File: src/rtl/ask4_pkg.sv
// Shared definitions for the 4-ASK symbol source: output levels (1s17),
// frame state encodings, LFSR shape and the Gray-to-level mapper.
package ask4_pkg;

  localparam int LFSR_W      = 15;
  localparam int LFSR_TAP_HI = 14;
  localparam int LFSR_TAP_LO = 13;
  localparam logic [LFSR_W-1:0] LFSR_GUARD_SEED = 15'h0001;

  localparam int SAMPLE_W = 18;
  localparam logic signed [SAMPLE_W-1:0] LEVEL_M3 = -18'sd98304;
  localparam logic signed [SAMPLE_W-1:0] LEVEL_M1 = -18'sd32768;
  localparam logic signed [SAMPLE_W-1:0] LEVEL_P1 = 18'sd32768;
  localparam logic signed [SAMPLE_W-1:0] LEVEL_P3 = 18'sd98304;

  typedef enum logic [1:0] {
    FS_IDLE     = 2'd0,
    FS_PREAMBLE = 2'd1,
    FS_DATA     = 2'd2
  } frame_state_e;

  // Gray-coded symbol to amplitude: adjacent levels differ in one bit.
  function automatic logic signed [SAMPLE_W-1:0] gray_to_level(input logic [1:0] bits);
    logic signed [SAMPLE_W-1:0] lvl;
    case (bits)
      2'b00:   lvl = LEVEL_M3;
      2'b01:   lvl = LEVEL_M1;
      2'b11:   lvl = LEVEL_P1;
      2'b10:   lvl = LEVEL_P3;
      default: lvl = LEVEL_M3;
    endcase
    return lvl;
  endfunction

endpackage

File: src/rtl/ask4_symbol_src_lfsr.sv
// PRBS15 (x^15+x^14+1) generator advancing two steps per symbol; the two
// feedback bits of a step pair form the symbol {b1, b0}.
module prbs15_lfsr
  import ask4_pkg::*;
#(
  parameter logic [LFSR_W-1:0] SEED = 15'h0001
) (
  input  logic              sys_clk,
  input  logic              reset,
  input  logic              load_i,
  input  logic [LFSR_W-1:0] seed_i,
  input  logic              step_i,
  output logic [1:0]        bits_o
);

  logic [LFSR_W-1:0] state_q;
  logic [LFSR_W-1:0] state_d;
  logic [LFSR_W-1:0] mid_s;
  logic              fb1_s;
  logic              fb0_s;

  // Two chained LFSR steps, seed load (zero seed would lock up) or hold.
  always_comb begin
    fb1_s = state_q[LFSR_TAP_HI] ^ state_q[LFSR_TAP_LO];
    mid_s = {state_q[LFSR_W-2:0], fb1_s};
    fb0_s = mid_s[LFSR_TAP_HI] ^ mid_s[LFSR_TAP_LO];
    if (load_i) begin
      state_d = (seed_i == {LFSR_W{1'b0}}) ? LFSR_GUARD_SEED : seed_i;
    end else if (step_i) begin
      state_d = {mid_s[LFSR_W-2:0], fb0_s};
    end else begin
      state_d = state_q;
    end
  end

  // LFSR state register.
  always_ff @(posedge sys_clk or posedge reset) begin
    if (reset) begin
      state_q <= SEED;
    end else begin
      state_q <= state_d;
    end
  end

  assign bits_o = {fb1_s, fb0_s};

endmodule

File: src/rtl/ask4_symbol_src.sv
// 4-ASK symbol source: PRBS15 data, Gray map to 1s17 levels, zero-stuffed at
// the sample rate, framed by an FSM. Define PREAMBLE_EN for P3/M3 preambles.
module ask4_symbol_src
  import ask4_pkg::*;
#(
  parameter logic [LFSR_W-1:0] PRBS_SEED    = 15'h0001,
  parameter int                FRAME_LEN    = 1024,
  parameter int                PREAMBLE_LEN = 16
) (
  input  logic        sys_clk,
  input  logic        reset,
  input  logic        sam_clk_en,
  input  logic        sym_clk_en,
  input  logic        enable,
  input  logic        load_seed,
  input  logic [14:0] seed,
  output logic [17:0] sample_out,
  output logic [1:0]  sym_bits,
  output logic        sym_valid,
  output logic [1:0]  frame_state,
  output logic        frame_start
);

  localparam int MAX_LEN = (FRAME_LEN > PREAMBLE_LEN) ? FRAME_LEN : PREAMBLE_LEN;
  localparam int CNT_W   = $clog2(MAX_LEN + 1);
  localparam logic [CNT_W-1:0] FRAME_LAST = CNT_W'(FRAME_LEN - 1);
`ifdef PREAMBLE_EN
  localparam logic [CNT_W-1:0] PRE_LAST = CNT_W'(PREAMBLE_LEN - 1);
  localparam frame_state_e     FIRST_STATE   = FS_PREAMBLE;
  localparam logic             START_ON_DATA = 1'b0;
`else
  localparam frame_state_e     FIRST_STATE   = FS_DATA;
  localparam logic             START_ON_DATA = 1'b1;
`endif

  frame_state_e         state_q, state_d;
  logic [CNT_W-1:0]     cnt_q, cnt_d;
  logic [SAMPLE_W-1:0]  sample_q, sample_d;
  logic [1:0]           bits_q, bits_d;
  logic                 valid_q, valid_d;
  logic                 start_q, start_d;
  logic                 load_s;
  logic                 step_s;
  logic                 emit_s;
  logic                 first_s;
  logic [1:0]           emit_bits_s;
  logic [1:0]           prbs_bits_s;

  prbs15_lfsr #(
    .SEED (PRBS_SEED)
  ) u_lfsr (
    .sys_clk (sys_clk),
    .reset   (reset),
    .load_i  (load_s),
    .seed_i  (seed),
    .step_i  (step_s),
    .bits_o  (prbs_bits_s)
  );

  // Frame sequencing on symbol strobes, then the zero-stuffed sample update.
  always_comb begin
    state_d     = state_q;
    cnt_d       = cnt_q;
    sample_d    = sample_q;
    bits_d      = bits_q;
    valid_d     = valid_q;
    start_d     = 1'b0;
    step_s      = 1'b0;
    emit_s      = 1'b0;
    first_s     = 1'b0;
    emit_bits_s = 2'b00;
    load_s      = load_seed && (state_q == FS_IDLE);

    if (sym_clk_en) begin
      case (state_q)
        FS_IDLE: begin
          if (enable) begin
            state_d = FIRST_STATE;
            cnt_d   = {CNT_W{1'b0}};
          end else begin
            state_d = FS_IDLE;
          end
        end
`ifdef PREAMBLE_EN
        FS_PREAMBLE: begin
          emit_s      = 1'b1;
          emit_bits_s = cnt_q[0] ? 2'b00 : 2'b10;
          first_s     = (cnt_q == {CNT_W{1'b0}});
          if (cnt_q == PRE_LAST) begin
            state_d = FS_DATA;
            cnt_d   = {CNT_W{1'b0}};
          end else begin
            cnt_d = cnt_q + CNT_W'(1);
          end
        end
`endif
        FS_DATA: begin
          emit_s      = 1'b1;
          step_s      = 1'b1;
          emit_bits_s = prbs_bits_s;
          first_s     = START_ON_DATA && (cnt_q == {CNT_W{1'b0}});
          // A frame always runs to completion; enable is only sampled here.
          if (cnt_q == FRAME_LAST) begin
            cnt_d   = {CNT_W{1'b0}};
            state_d = enable ? FIRST_STATE : FS_IDLE;
          end else begin
            cnt_d = cnt_q + CNT_W'(1);
          end
        end
        default: begin
          state_d = FS_IDLE;
          cnt_d   = {CNT_W{1'b0}};
        end
      endcase
    end else begin
      state_d = state_q;
    end

    if (sam_clk_en) begin
      if (sym_clk_en && emit_s) begin
        sample_d = gray_to_level(emit_bits_s);
        bits_d   = emit_bits_s;
        valid_d  = 1'b1;
        start_d  = first_s;
      end else begin
        sample_d = {SAMPLE_W{1'b0}};
        valid_d  = 1'b0;
      end
    end else begin
      valid_d = valid_q;
    end
  end

  // FSM and registered output stage.
  always_ff @(posedge sys_clk or posedge reset) begin
    if (reset) begin
      state_q  <= FS_IDLE;
      cnt_q    <= {CNT_W{1'b0}};
      sample_q <= {SAMPLE_W{1'b0}};
      bits_q   <= 2'b00;
      valid_q  <= 1'b0;
      start_q  <= 1'b0;
    end else begin
      state_q  <= state_d;
      cnt_q    <= cnt_d;
      sample_q <= sample_d;
      bits_q   <= bits_d;
      valid_q  <= valid_d;
      start_q  <= start_d;
    end
  end

  assign sample_out  = sample_q;
  assign sym_bits    = bits_q;
  assign sym_valid   = valid_q;
  assign frame_state = state_q;
  assign frame_start = start_q;

endmodule

File: config.mk
export PLATFORM = sky130hd
export DESIGN_NAME = ask4_symbol_src
export DESIGN_NICKNAME = d
export VERILOG_FILES = /design/src/rtl/ask4_pkg.sv /design/src/rtl/ask4_symbol_src_lfsr.sv /design/src/rtl/ask4_symbol_src.sv
export SDC_FILE = /design/constraint.sdc
export NUM_CORES = 1
export LEC_CHECK = 0
export ABC_AREA = 1
export BUFFER_PORTS_ARGS = -buffer_cell sky130_fd_sc_hd__buf_2
export CORE_MARGIN = 5
export CORE_UTILIZATION = 30
export DETAILED_ROUTE_END_ITERATION = 8
export PLACE_DENSITY_LB_ADDON = 0.15
export SETUP_SLACK_MARGIN = 0.02
export SLEW_MARGIN = 20
export SYNTH_ARGS = -nofsm -noshare
export SYNTH_HDL_FRONTEND = slang
export SYNTH_SLANG_ARGS = --single-unit
File: constraint.sdc
create_clock -name sys_clk -period 3.6 [get_ports sys_clk]
set_clock_uncertainty 0.2 [all_clocks]
set_input_delay 0.72 -clock sys_clk [delete_from_list [all_inputs] [get_ports sys_clk]]
set_output_delay 0.72 -clock sys_clk [all_outputs]
set_load 0.02 [all_outputs]
== Word level (Yosys, flattened, before mapping) ==
Index checks and enable logic that the tools add are counted.

* ROM bits: 0
* Bits in registers: 50
* Output and inout port bits: 24
* Input bits: 21
* RAM bits: 0
* Memories: 0
* Word-level logic and storage cells: 47
* Latch bits: 0

* Equal/unequal tests: 7
* Shift-type cells: 0
* Multipliers: 0
* Magnitude comparators: 0
* Divide/modulo/power cells: 0
* Reductions and logical operators: 10
* Multiplexer cells: 20
* Bitwise gates (word level): 2
* Add/subtract/negate cells: 1

{| class="wikitable"
|+ Operators with widths
! operator !! count
|-
| $pmux 18 s4 || 1
|-
| $mux 15 || 3
|-
| $mux 11 || 2
|-
| $pmux 11 s2 || 1
|-
| $mux 18 || 1
|-
| $logic_not 15->1 || 1
|-
| $add 11x1->11 const B || 1
|-
| $eq 11x10->1 const B || 1
|-
| $logic_not 11->1 || 1
|-
| $mux 2 || 4
|-
| $mux 1 || 7
|-
| $eq 2x2->1 const B || 3
|-
| $reduce_and 2->1 || 3
|-
| $logic_not 2->1 || 2
|-
| $ne 2x2->1 const B || 2
|-
| $pmux 2 s2 || 1
|-
| $eq 2x1->1 const B || 1
|-
| $logic_and 1x1->1 || 2
|-
| $reduce_bool 2->1 || 1
|-
| $xor 1x1->1 || 2
|}

== Longest topological paths before layout ==
Gate-level depths: netlist of run 1.

* Depth in word-level cells: 6
* Gate-level depth with buffers: 9
* Gate-level depth less buffers: 8

== Cells and area by module ==
Synthesis of run 1 repeated with hierarchy kept, for this count alone.

* Cells, all modules: 245
* Area total of the unflattened synthesis: 1,954.4 um2

{| class="wikitable"
|+ By module, submodules not included
! module !! instances !! cells each !! area an instance (um2) !! sequential area each (um2)
|-
| ask4_symbol_src || 1 || 139 || 1,121.1 || 450.4
|-
| prbs15_lfsr || 1 || 106 || 833.3 || 376.6
|}

== Least setup slack after synthesis of run 1 ==
No wires, ideal clock.

* Kind: input to register
* Start: in sym_clk_en
* End: reg sample_q[17] (netlist: sample_out[17])
* Path slack: 1.913 ns
* Buffers on the path: 0
* Arrival: 1.362 ns
* Data required time: 3.274 ns
* Stages on the path: 6
* Setup time: 0.126 ns
* Path through: nand2_4 inv_1 nand2_1 ha_1 nor2_1 o22ai_1

* Word-level cells in the longest chain between the ends: 4
* Elaborated cells between the ends (all ways): 9
* Those cells by class: 3 x eq/ne; 4 x mux; 2 x reduce/logical

{| class="wikitable"
|+ Ends and longest elaborated chain
! item !! RTL line !! RTL
|-
| start: declaration || ask4_symbol_src.sv:13 || <nowiki>input logic sym_clk_en,</nowiki>
|-
| $mux 2 || ask4_symbol_src.sv:74 || <nowiki>if (sym_clk_en) begin</nowiki>
|-
| $eq 2x2->1 (tied with other cells) || ask4_pkg.sv:25 || <nowiki>case (bits)</nowiki>
|-
| $pmux 18 s4 || ask4_pkg.sv:25 ||
|-
| $mux 18 * || ask4_symbol_src.sv:120 || <nowiki>if (sym_clk_en && emit_s) begin</nowiki>
|-
| end signal: assignment || ask4_symbol_src.sv:139 || <nowiki>sample_q <= {SAMPLE_W{1'b0}};</nowiki>
|-
| end signal: assignment || ask4_symbol_src.sv:146 || <nowiki>sample_q <= sample_d;</nowiki>
|-
| end: declaration || ask4_symbol_src.sv:38 || <nowiki>logic [SAMPLE_W-1:0] sample_q, sample_d;</nowiki>
|}

Mark *: on every way between the ends. The rest lies on a longest branch, timed or not. The select of a mux whose other input is x is not followed.
A chain may end at the register's enable or synchronous reset.

== Worst setup path after layout of run 1 ==
* Start: reg state_q[1] (netlist: frame_state[1])
* End: out frame_state[1]

{| class="wikitable"
|+ RTL lines
! item !! RTL line !! RTL
|-
| start: declaration || ask4_symbol_src.sv:36 || <nowiki>frame_state_e state_q, state_d;</nowiki>
|-
| start signal: assignment || ask4_symbol_src.sv:144 || <nowiki>state_q <= state_d;</nowiki>
|-
| end: declaration || ask4_symbol_src.sv:20 || <nowiki>output logic [1:0] frame_state,</nowiki>
|}

No word-level cell between the ends.

==> results_dict.tcl, run 1 <==
set metrics [dict create \
    dieHeight_um 89.1 \
    p_int_uw 824 \
    syn_avg_cell_area_um2 8.20 \
    firstDrtPassIters 4 \
    period_share_pct 58.2 \
    fin_setup_tns_ps 0 \
    viasPerCell 4.45 \
    cts-root-buf "clkbuf_8" \
    cts.clk_slew.worst_paths_ps 70 \
    die_area_mm2 0.00794 \
    netlist_area_mm2 0.00188 \
    gp_congestion 0.794 \
    fin_cells 333 \
    grt_overflow_total 0 \
    crit_chain "buf_2" \
    vias 1482 \
    path_buf_inv 1 \
    antenna_found_initial 0 \
    hpwl_um 3150 \
    p_sw_uw 367 \
    cts_tree "yes" \
    clk_path_buf_depth 2 \
    ys_ff_latch 33 \
    synth_cell_type_count 27 \
    grt_max_degree 19 \
    insertion_delay_ps 280 \
    cp-end-kind "primary output" \
    whs_path_depth 2 \
    outcome "complete, no violations" \
    critPathKind "flop to primary output" \
    leakage_nw 1.06 \
    worstRegToRegCells 8 \
    holdWs_ps 289 \
    pin_count 45 \
    cts_hold_buf 0 \
    final_cell_mix "nand2_1, dfrtp_1, inv_1, buf_2, nor2_1" \
    drv_cap 0 \
    path_max_fanout 10 \
    rows 28 \
    clkPwrFrac_pct 35.3 \
    layout-drive-gt1-share_pct 19.8 \
    wl_um 4020 \
    drt_iter0_drc 49 \
    cp.depth 1 \
    initial_utilization_pct 31.3 \
    tightest_slew_ps 720 \
    antenna_cells 0 \
    io_buffers 28 \
    avgRoutedWirePerCell_um 12.1 \
    slowest_delay_ps 630 \
    post_cts_buffers 0 \
    critPathRequiredTime_ps 2680 \
    ant_nets 0 \
    synthCells 229 \
    period_minus_slack_ps 2090 \
    power_frac_seq_pct 43.2 \
    placed_cells 325 \
    p_per_area_mw_per_mm2 560 \
    crit_family "flip-flops" \
    switching_share_pct 30.8 \
    hold_violations 0 \
    final_common_cell "nand2_1" \
    setup_violations 0 \
    hold_class "flop to flop" \
    cts_made_buffers 5 \
    finalNetCount 282 \
    grt_pass1_wl_um 6910 \
    htreeDepth 2 \
    max_freq_ghz 0.478 \
    cts.sinks 33 \
    grt_pass1_vias 1445 \
    fp.coreArea_mm2 0.00599 \
    max_slew_margin_pct 51.9 \
    post-route-util_pct 35.5 \
    crit_slowest_cell "dfrtp_1" \
    grt_use_total_pct 11.4 \
    drcViolationCount 0 \
    cp-start-kind "flop" \
    max-vdd-ir-drop_mv 0.229 \
    area_growth_pct 13.3 \
    rsz0062_at_grt "no" \
    maxSlewViolCount 0 \
    seq_area_frac_synth_pct 44.0 \
    cts_resized 0 \
    power_frac_comb_pct 21.5 \
    critPathArrivalTime_ps 1170 \
    die_x_um 89.1 \
    yosysWarnings 0 \
]
[power groups by stage]
| stage | clock network [mW] | logic [mW] | registers (mW) |
|---|---|---|---|
| floorplan | 0 | 0.203 | 0.516 |
| global placement | 0 | 0.258 | 0.522 |
| detailed placement | 0 | 0.260 | 0.522 |
| CTS | 0.435 | 0.260 | 0.515 |
| global route | 0.454 | 0.299 | 0.527 |
| finish | 0.421 | 0.256 | 0.514 |
[area by class of cell]
class | instances | area, um^2
Clock buffer | 5 | 68.8
Clock inverter | 3 | 68.8
Fill cell | 648 | 3860
Inverter | 33 | 124
Multi-Input combinational cell | 155 | 798
Sequential cell | 33 | 827
Tap cell | 75 | 93.8
Timing Repair Buffer | 29 | 148
[metal layers]
| metal | vias to the layer above | track usage [%] | wire length [um] |
|---|---|---|---|
| li1 | 755 | - | - |
| met1 | 691 | 14.5 | 1810 |
| met2 | 29 | 18.8 | 1970 |
| met3 | 7 | 3.41 | 182 |
| met4 | 0 | 3.25 | 51 |
| met5 | - | 0 | 0 |
[kinds of logic (layout without fill, tap and decap cells)]
kind of cell	Yosys count	after routing	synth area share [%]
buffers and inverters	56	70	16.5
adders and majority gates	4	4	2.66
AOI/OAI and AO/OA	40	40	12.4
DFF	33	33	44.0
other	1	16	0.200
xor gates and xnor gates	5	5	2.33
and+or+nand+nor	90	90	21.9
[worst reg2reg max path, cell delays in order, from the launching register on]
cell	delay (ps)
dfrtp_1	630
inv_2	80
nand2_1	300
nand2_1	320
inv_1	220
nand2_1	70
nand2_1	60
inv_1	40
nand2_1	50
[registers in the layout (all words and copies together) (netlist names)]
signal and count:
sym_bits 2, u_lfsr.state_q 15, sample_out 3, frame_start 1, frame_state 1, cnt_q 11
[metrics by stage]
stage,total power [mW],area [um^2],setup slack [ps]
after floorplan,0.719,1930,1910
after global placement,0.780,1990,1500
after detailed placement,0.782,1990,1440
after CTS,1.21,2130,1490
after global routing,1.28,2130,1320
final,1.19,2130,1510
[path summary, 6_finish.rpt]
check                      slack, ps                 to            from
setup / recovery                1510     frame_state[1]  frame_state[1]
hold / removal                   290        sym_bits[1]     sym_bits[1]
setup reg to reg                1580  u_lfsr.state_q[0]  frame_state[1]
hold reg to reg                  290        sym_bits[1]     sym_bits[1]
max in group asynchronous       2160  u_lfsr.state_q[1]           reset
min in group asynchronous        350     sample_out[15]           reset
[Yosys cell counts]
cell type,instances,area share (%)
nand2_1,39,7.8
dfrtp_1,32,43
inv_1,31,6.2
nor2_1,23,4.6
buf_4,18,7.2
o21ai_0,15,4.0
a21oi_1,10,2.7
o22ai_1,10,3.3
nand3_1,8,2.1
nand4_1,7,2.3
xor2_1,5,2.3
buf_6,4,2.4
ha_1,4,2.7
nor2_2,4,1.3
nand2_2,3,1.0
a31oi_1,2,0.67
inv_2,2,0.40
nand3_2,2,1.1
nand3b_1,2,0.80
a21oi_4,1,0.87
buf_2,1,0.27
conb_1,1,0.20
dfstp_2,1,1.4
nand2_4,1,0.60
nor3_1,1,0.27
o211ai_1,1,0.40
o221ai_1,1,0.47
No activity file was read; power rests on OpenSTA's default activity.
==> run 2: changes to the inputs <==
--- a/config.mk
+++ b/config.mk
@@ -5,7 +5,7 @@
 export SDC_FILE = /design/constraint.sdc
 export NUM_CORES = 1
 export LEC_CHECK = 0
-export ABC_AREA = 1
+export ABC_AREA = 0
 export BUFFER_PORTS_ARGS = -buffer_cell sky130_fd_sc_hd__buf_2
 export CORE_MARGIN = 5
 export CORE_UTILIZATION = 30
==> constraint.sdc (replaced) <==
create_clock -name sys_clk -period 1.75 [get_ports sys_clk]
set_clock_uncertainty 0.2 [all_clocks]
set_input_delay 0.35 -clock sys_clk [delete_from_list [all_inputs] [get_ports sys_clk]]
set_output_delay 0.35 -clock sys_clk [all_outputs]
set_load 0.02 [all_outputs]
==> results_dict.tcl, run 2 <==
set metrics [dict create \
    synth_top_flop_cell "dfrtp_1" \
    synthCells 200 \
    seqCellArea_um2 830 \
    asyncSetResetFlopFracSynth_pct 100 \
    p_total_mw 3.15 \
    firstDrtPassIters 4 \
    wl_met3_um 190 \
    cp-end-kind "flop" \
    crit_chain "ha_2 > and4_4 > nand4_1 > mux2_4 > a22o_1" \
    syn_avg_cell_area_um2 8.81 \
    cts_tree "yes" \
    multi_input_area_um2 855 \
    max-vdd-ir-drop_mv 0.549 \
    synth_edf_count 0 \
    finalNetCount 268 \
    path_buf_inv 0 \
    layout-drive-gt1-share_pct 26.2 \
    ys_ff_latch 33 \
    place_area_mm2 0.00201 \
    synth_top_area_share_pct 45.4 \
    wl_um 4360 \
    cp-start-kind "flop" \
    seq_area_frac_synth_pct 46.9 \
    fp.coreArea_mm2 0.00582 \
    grt_max_degree 34 \
    synth.area.top_cells "dfrtp_1, buf_4, nand2_1" \
    gp_congestion 0.713 \
    crit_slowest_cell "dfrtp_1" \
    largest_reg_flops 15 \
    initial_utilization_pct 30.3 \
    top_layer_used "met4" \
    cts-root-buf "clkbuf_8" \
    cts.sinks 33 \
    met1Wirelength_um 2070 \
    max_freq_ghz 0.589 \
    yosysWarnings 0 \
    pin_count 45 \
    drv_cap 0 \
    leakage_nw 0.995 \
    die_area_mm2 0.00751 \
    die_x_um 86.7 \
    slowest_delay_ps 360 \
    p_per_area_mw_per_mm2 1460 \
    setup_violations 0 \
    antenna_cells 0 \
    insertion_delay_ps 290 \
    rsz0062_at_grt "yes" \
    cts_made_buffers 5 \
    htreeDepth 2 \
    avgRoutedWirePerCell_um 13.7 \
    vias 1485 \
    fin_area_mm2 0.00215 \
    outcome "complete, no violations" \
    wl_met2_um 1990 \
    setup_slack_ps 52.7 \
    top_register "u_lfsr.state_q" \
    grt_pass1_vias 1469 \
    hold_violations 0 \
    synthTopCellsByCount "dfrtp_1, nand2_1, nor2_1" \
    hpwl_um 3130 \
    path_max_fanout 5 \
    grt_pass1_wl_um 7130 \
    cts.clk_slew.worst_paths_ps 70 \
    dieHeight_um 86.7 \
    area_growth_pct 21.9 \
    hold_class "input pin to flop" \
    crit_family "simple AND/OR/NAND/NOR gates" \
    place_ws_ps -17.9 \
    yosysMostFrequentCell "dfrtp_1" \
    post-route-util_pct 37.0 \
    io_buffers 28 \
    drt_iter0_drc 84 \
    period_minus_slack_ps 1700 \
    yosys.area.top_type "dfrtp_1" \
    final_cell_mix "nand2_1, dfrtp_1, buf_2, nor2_1, conb_1" \
    fin_setup_tns_ps 0 \
    clk_path_buf_depth 2 \
    drcViolationCount 0 \
    netlist_area_mm2 0.00176 \
    maxSlewViolCount 0 \
    fill_cells 629 \
    viasPerCell 4.66 \
    grt_overflow_total 0 \
    critPathRequiredTime_ps 1740 \
    rows 28 \
    synth_cell_type_count 41 \
    period_share_pct 97.0 \
    critPathKind "flop to flop" \
    critPathArrivalTime_ps 1680 \
    grt_use_total_pct 12.4 \
    antenna_found_initial 0 \
    ant_nets 0 \
]
[run 2: path summary, 6_finish.rpt]
path	start	end	slack, ps	cells past startpoint
setup / recovery	cnt_q[0]	cnt_q[8]	50	5
hold / removal	sam_clk_en	sample_out[15]	110	2
setup reg to reg	cnt_q[0]	cnt_q[8]	50	5
hold reg to reg	sym_bits[0]	sym_bits[0]	270	2
max in group asynchronous	reset	u_lfsr.state_q[0]	520	4
min in group asynchronous	reset	cnt_q[6]	490	4
[run 2: layer usage]
layer / vias to the layer above / GRT usage [%]
li1: 750 / -
met1: 695 / 15.7
met2: 33 / 20.0
met3: 7 / 2.28
met4: 0 / 6.37
met5: - / 0
[run 2: what timing repair did]
action                                  CTS  global route
setup buffers                             1             1
endpoints found under the setup margin    4             9
resized for setup                         0             6
hold endpoints to repair                 32             0
pin swaps                                 0             2
hold buffers                              1             0
[run 2: power breakdown]
group | switching, mW | internal, mW
sequential | 0.270 | 1.09
clock | 0.295 | 0.276
combinational | 0.657 | 0.562
[run 2: cell families after synthesis]
logic type	share of synthesized area [%]
AND/OR/NAND/NOR	23.6
AO/OA/AOI/OAI	13.3
flip-flops	46.9
buffers and inverters	10.2
adder cells (fa/ha/maj)	2.84
multiplexers	1.92
XOR/XNOR	0.994
other	0.213
[run 2: area by class of cell]
cell class | instances | area share [%]
Clock inverter | 2 | 0.466
Timing Repair Buffer | 44 | 12.2
Multi-Input combinational cell | 152 | 39.8
Clock buffer | 6 | 3.38
Sequential cell | 33 | 38.6
Tap cell | 75 | 4.37
Inverter | 7 | 1.22
[run 2: worst reg2reg max path, cell delays in order (launching register included)]
cell	delay, ps
dfrtp_1	360
ha_2	180
and4_4	270
nand4_1	110
mux2_4	310
a22o_1	170
[run 2: per-stage QoR]
stage / hold WS (ps) / instances
2_1_floorplan: 252 / 215
4_1_cts: 110 / 318
3_5_place_dp: 264 / 308
5_1_grt: 114 / 319
6_report: 110 / 319
3_3_place_gp: 259 / 308
==> run 3: changes to the inputs <==
--- a/config.mk
+++ b/config.mk
@@ -9,7 +9,9 @@
 export BUFFER_PORTS_ARGS = -buffer_cell sky130_fd_sc_hd__buf_2
 export CORE_MARGIN = 5
 export CORE_UTILIZATION = 30
+export CTS_BUF_LIST = sky130_fd_sc_hd__clkbuf_4 sky130_fd_sc_hd__clkbuf_8
 export DETAILED_ROUTE_END_ITERATION = 8
+export HOLD_SLACK_MARGIN = 0.02
 export PLACE_DENSITY_LB_ADDON = 0.15
 export SETUP_SLACK_MARGIN = 0.02
 export SLEW_MARGIN = 20
==> results_dict.tcl, run 3 (synthesized netlist as in run 2, its figures left out) <==
set metrics [dict create \
    drv_cap 0 \
    wl_um 4360 \
    period_minus_slack_ps 1700 \
    crit_chain "ha_2 > and4_4 > nand4_1 > mux2_4 > a22o_1" \
    firstDrtPassIters 4 \
    p_per_area_mw_per_mm2 1470 \
    outcome "complete, no violations" \
    critPathKind "flop to flop" \
    critPathRequiredTime_ps 1740 \
    cts.clk_slew.worst_paths_ps 70 \
    pin_count 45 \
    path_buf_inv 0 \
    ant_nets 0 \
    hold_class "input pin to flop" \
    hold_violations 0 \
    fp.coreArea_mm2 0.00582 \
    critPathArrivalTime_ps 1680 \
    die_x_um 86.7 \
    reg2reg_slack_ps 50 \
    grt_use_total_pct 12.4 \
    post-route-util_pct 37.0 \
    grt_overflow_total 0 \
    cp-end-kind "flop" \
    max_freq_ghz 0.589 \
    io_buffers 28 \
    cts_made_buffers 5 \
    multi_input_area_um2 855 \
    htreeDepth 2 \
    maxSlewViolCount 0 \
    place_area_mm2 0.00201 \
    crit_family "simple AND/OR/NAND/NOR gates" \
    drcViolationCount 0 \
    fin_area_mm2 0.00215 \
    setup_violations 0 \
    cts-root-buf "clkbuf_8" \
    grt_pass1_wl_um 7130 \
    placed_cells 308 \
    viasPerCell 4.66 \
    slowest_delay_ps 360 \
    rows 28 \
    leakage_nw 0.998 \
    rsz0062_at_grt "yes" \
    vias 1485 \
    p_total_mw 3.16 \
    period_share_pct 97.0 \
    antenna_cells 0 \
    drt_iter0_drc 75 \
    initial_utilization_pct 30.3 \
    final_cell_mix "nand2_1, dfrtp_1, buf_2, nor2_1, conb_1" \
    cts_tree "yes" \
    fin_cells 319 \
    max-vdd-ir-drop_mv 0.549 \
    path_max_fanout 5 \
    top_register "u_lfsr.state_q" \
    area_growth_pct 22.1 \
    cts.sinks 33 \
    die_area_mm2 0.00751 \
    hpwl_um 3130 \
    dieHeight_um 86.7 \
    largest_reg_flops 15 \
    place_ws_ps -17.9 \
    antenna_found_initial 0 \
    fill_cells 629 \
    grt_pass1_vias 1469 \
    gp_congestion 0.713 \
    clk_path_buf_depth 2 \
    crit_slowest_cell "dfrtp_1" \
    layout-drive-gt1-share_pct 26.6 \
    finalNetCount 268 \
    grt_max_degree 34 \
    seqCellArea_um2 830 \
    insertion_delay_ps 290 \
    setup_slack_ps 52.7 \
    cp-start-kind "flop" \
    avgRoutedWirePerCell_um 13.7 \
]
[run 3: changes by cell type in the layout (fill, tap and decap cells not counted)]
| cell | previous run | this run |
|---|---|---|
| clkbuf_1 | 1 | 0 |
| clkbuf_4 | 0 | 1 |
[run 3: worst reg2reg max path: cells and delay by family, from the launching register on]
family                     cells  cell delay [ps]
muxes                          1              310
adders and majority gates      1              180
DFF                            1              360
and+or+nand+nor                2              380
AOI/OAI and AO/OA              1              170
[run 3: final cells by class]
class | instances | area share (%)
clock inverters | 2 | 0.465
clock buffers | 6 | 3.54
well taps | 75 | 4.36
multi-input cells | 152 | 39.7
inverters | 7 | 1.22
flip-flops and latches | 33 | 38.5
repair buffers | 44 | 12.2
[run 3: through the flow]
step	setup TNS [ps]	hold WS, ps
floorplan	0	252
global placement	-8.50	259
detailed placement	-32.2	264
CTS	0	110
global route	-24.7	114
finish	0	110
[run 3: routing by layer]
metal	up-vias	routed length (um)	GRT usage (%)
met5	-	0	0
met4	0	99	6.37
met3	7	190	2.28
met2	33	1990	20.0
met1	695	2070	15.7
li1	750	-	-
[run 3: power by group]
part,internal [mW],switching (mW)
combinational,0.562,0.657
sequential,1.09,0.270
clock,0.291,0.295
total,1.94,1.22
[run 3: final timing paths]
kind / start / endpoint / depth (start not counted)
setup / recovery: cnt_q[0] / cnt_q[8] / 5
hold / removal: sam_clk_en / sample_out[15] / 2
setup reg to reg: cnt_q[0] / cnt_q[8] / 5
hold reg to reg: sym_bits[0] / sym_bits[0] / 2
max in group asynchronous: reset / u_lfsr.state_q[0] / 4
min in group asynchronous: reset / cnt_q[6] / 4
[run 3: repair_timing]
| action | 4_1_cts | 5_1_grt |
|---|---|---|
| resized for setup | 0 | 6 |
| hold buffers | 1 | 0 |
| hold endpoints to repair | 32 | 0 |
| setup endpoints to repair | 4 | 9 |
| pin swaps | 0 | 2 |
| setup buffers | 1 | 1 |
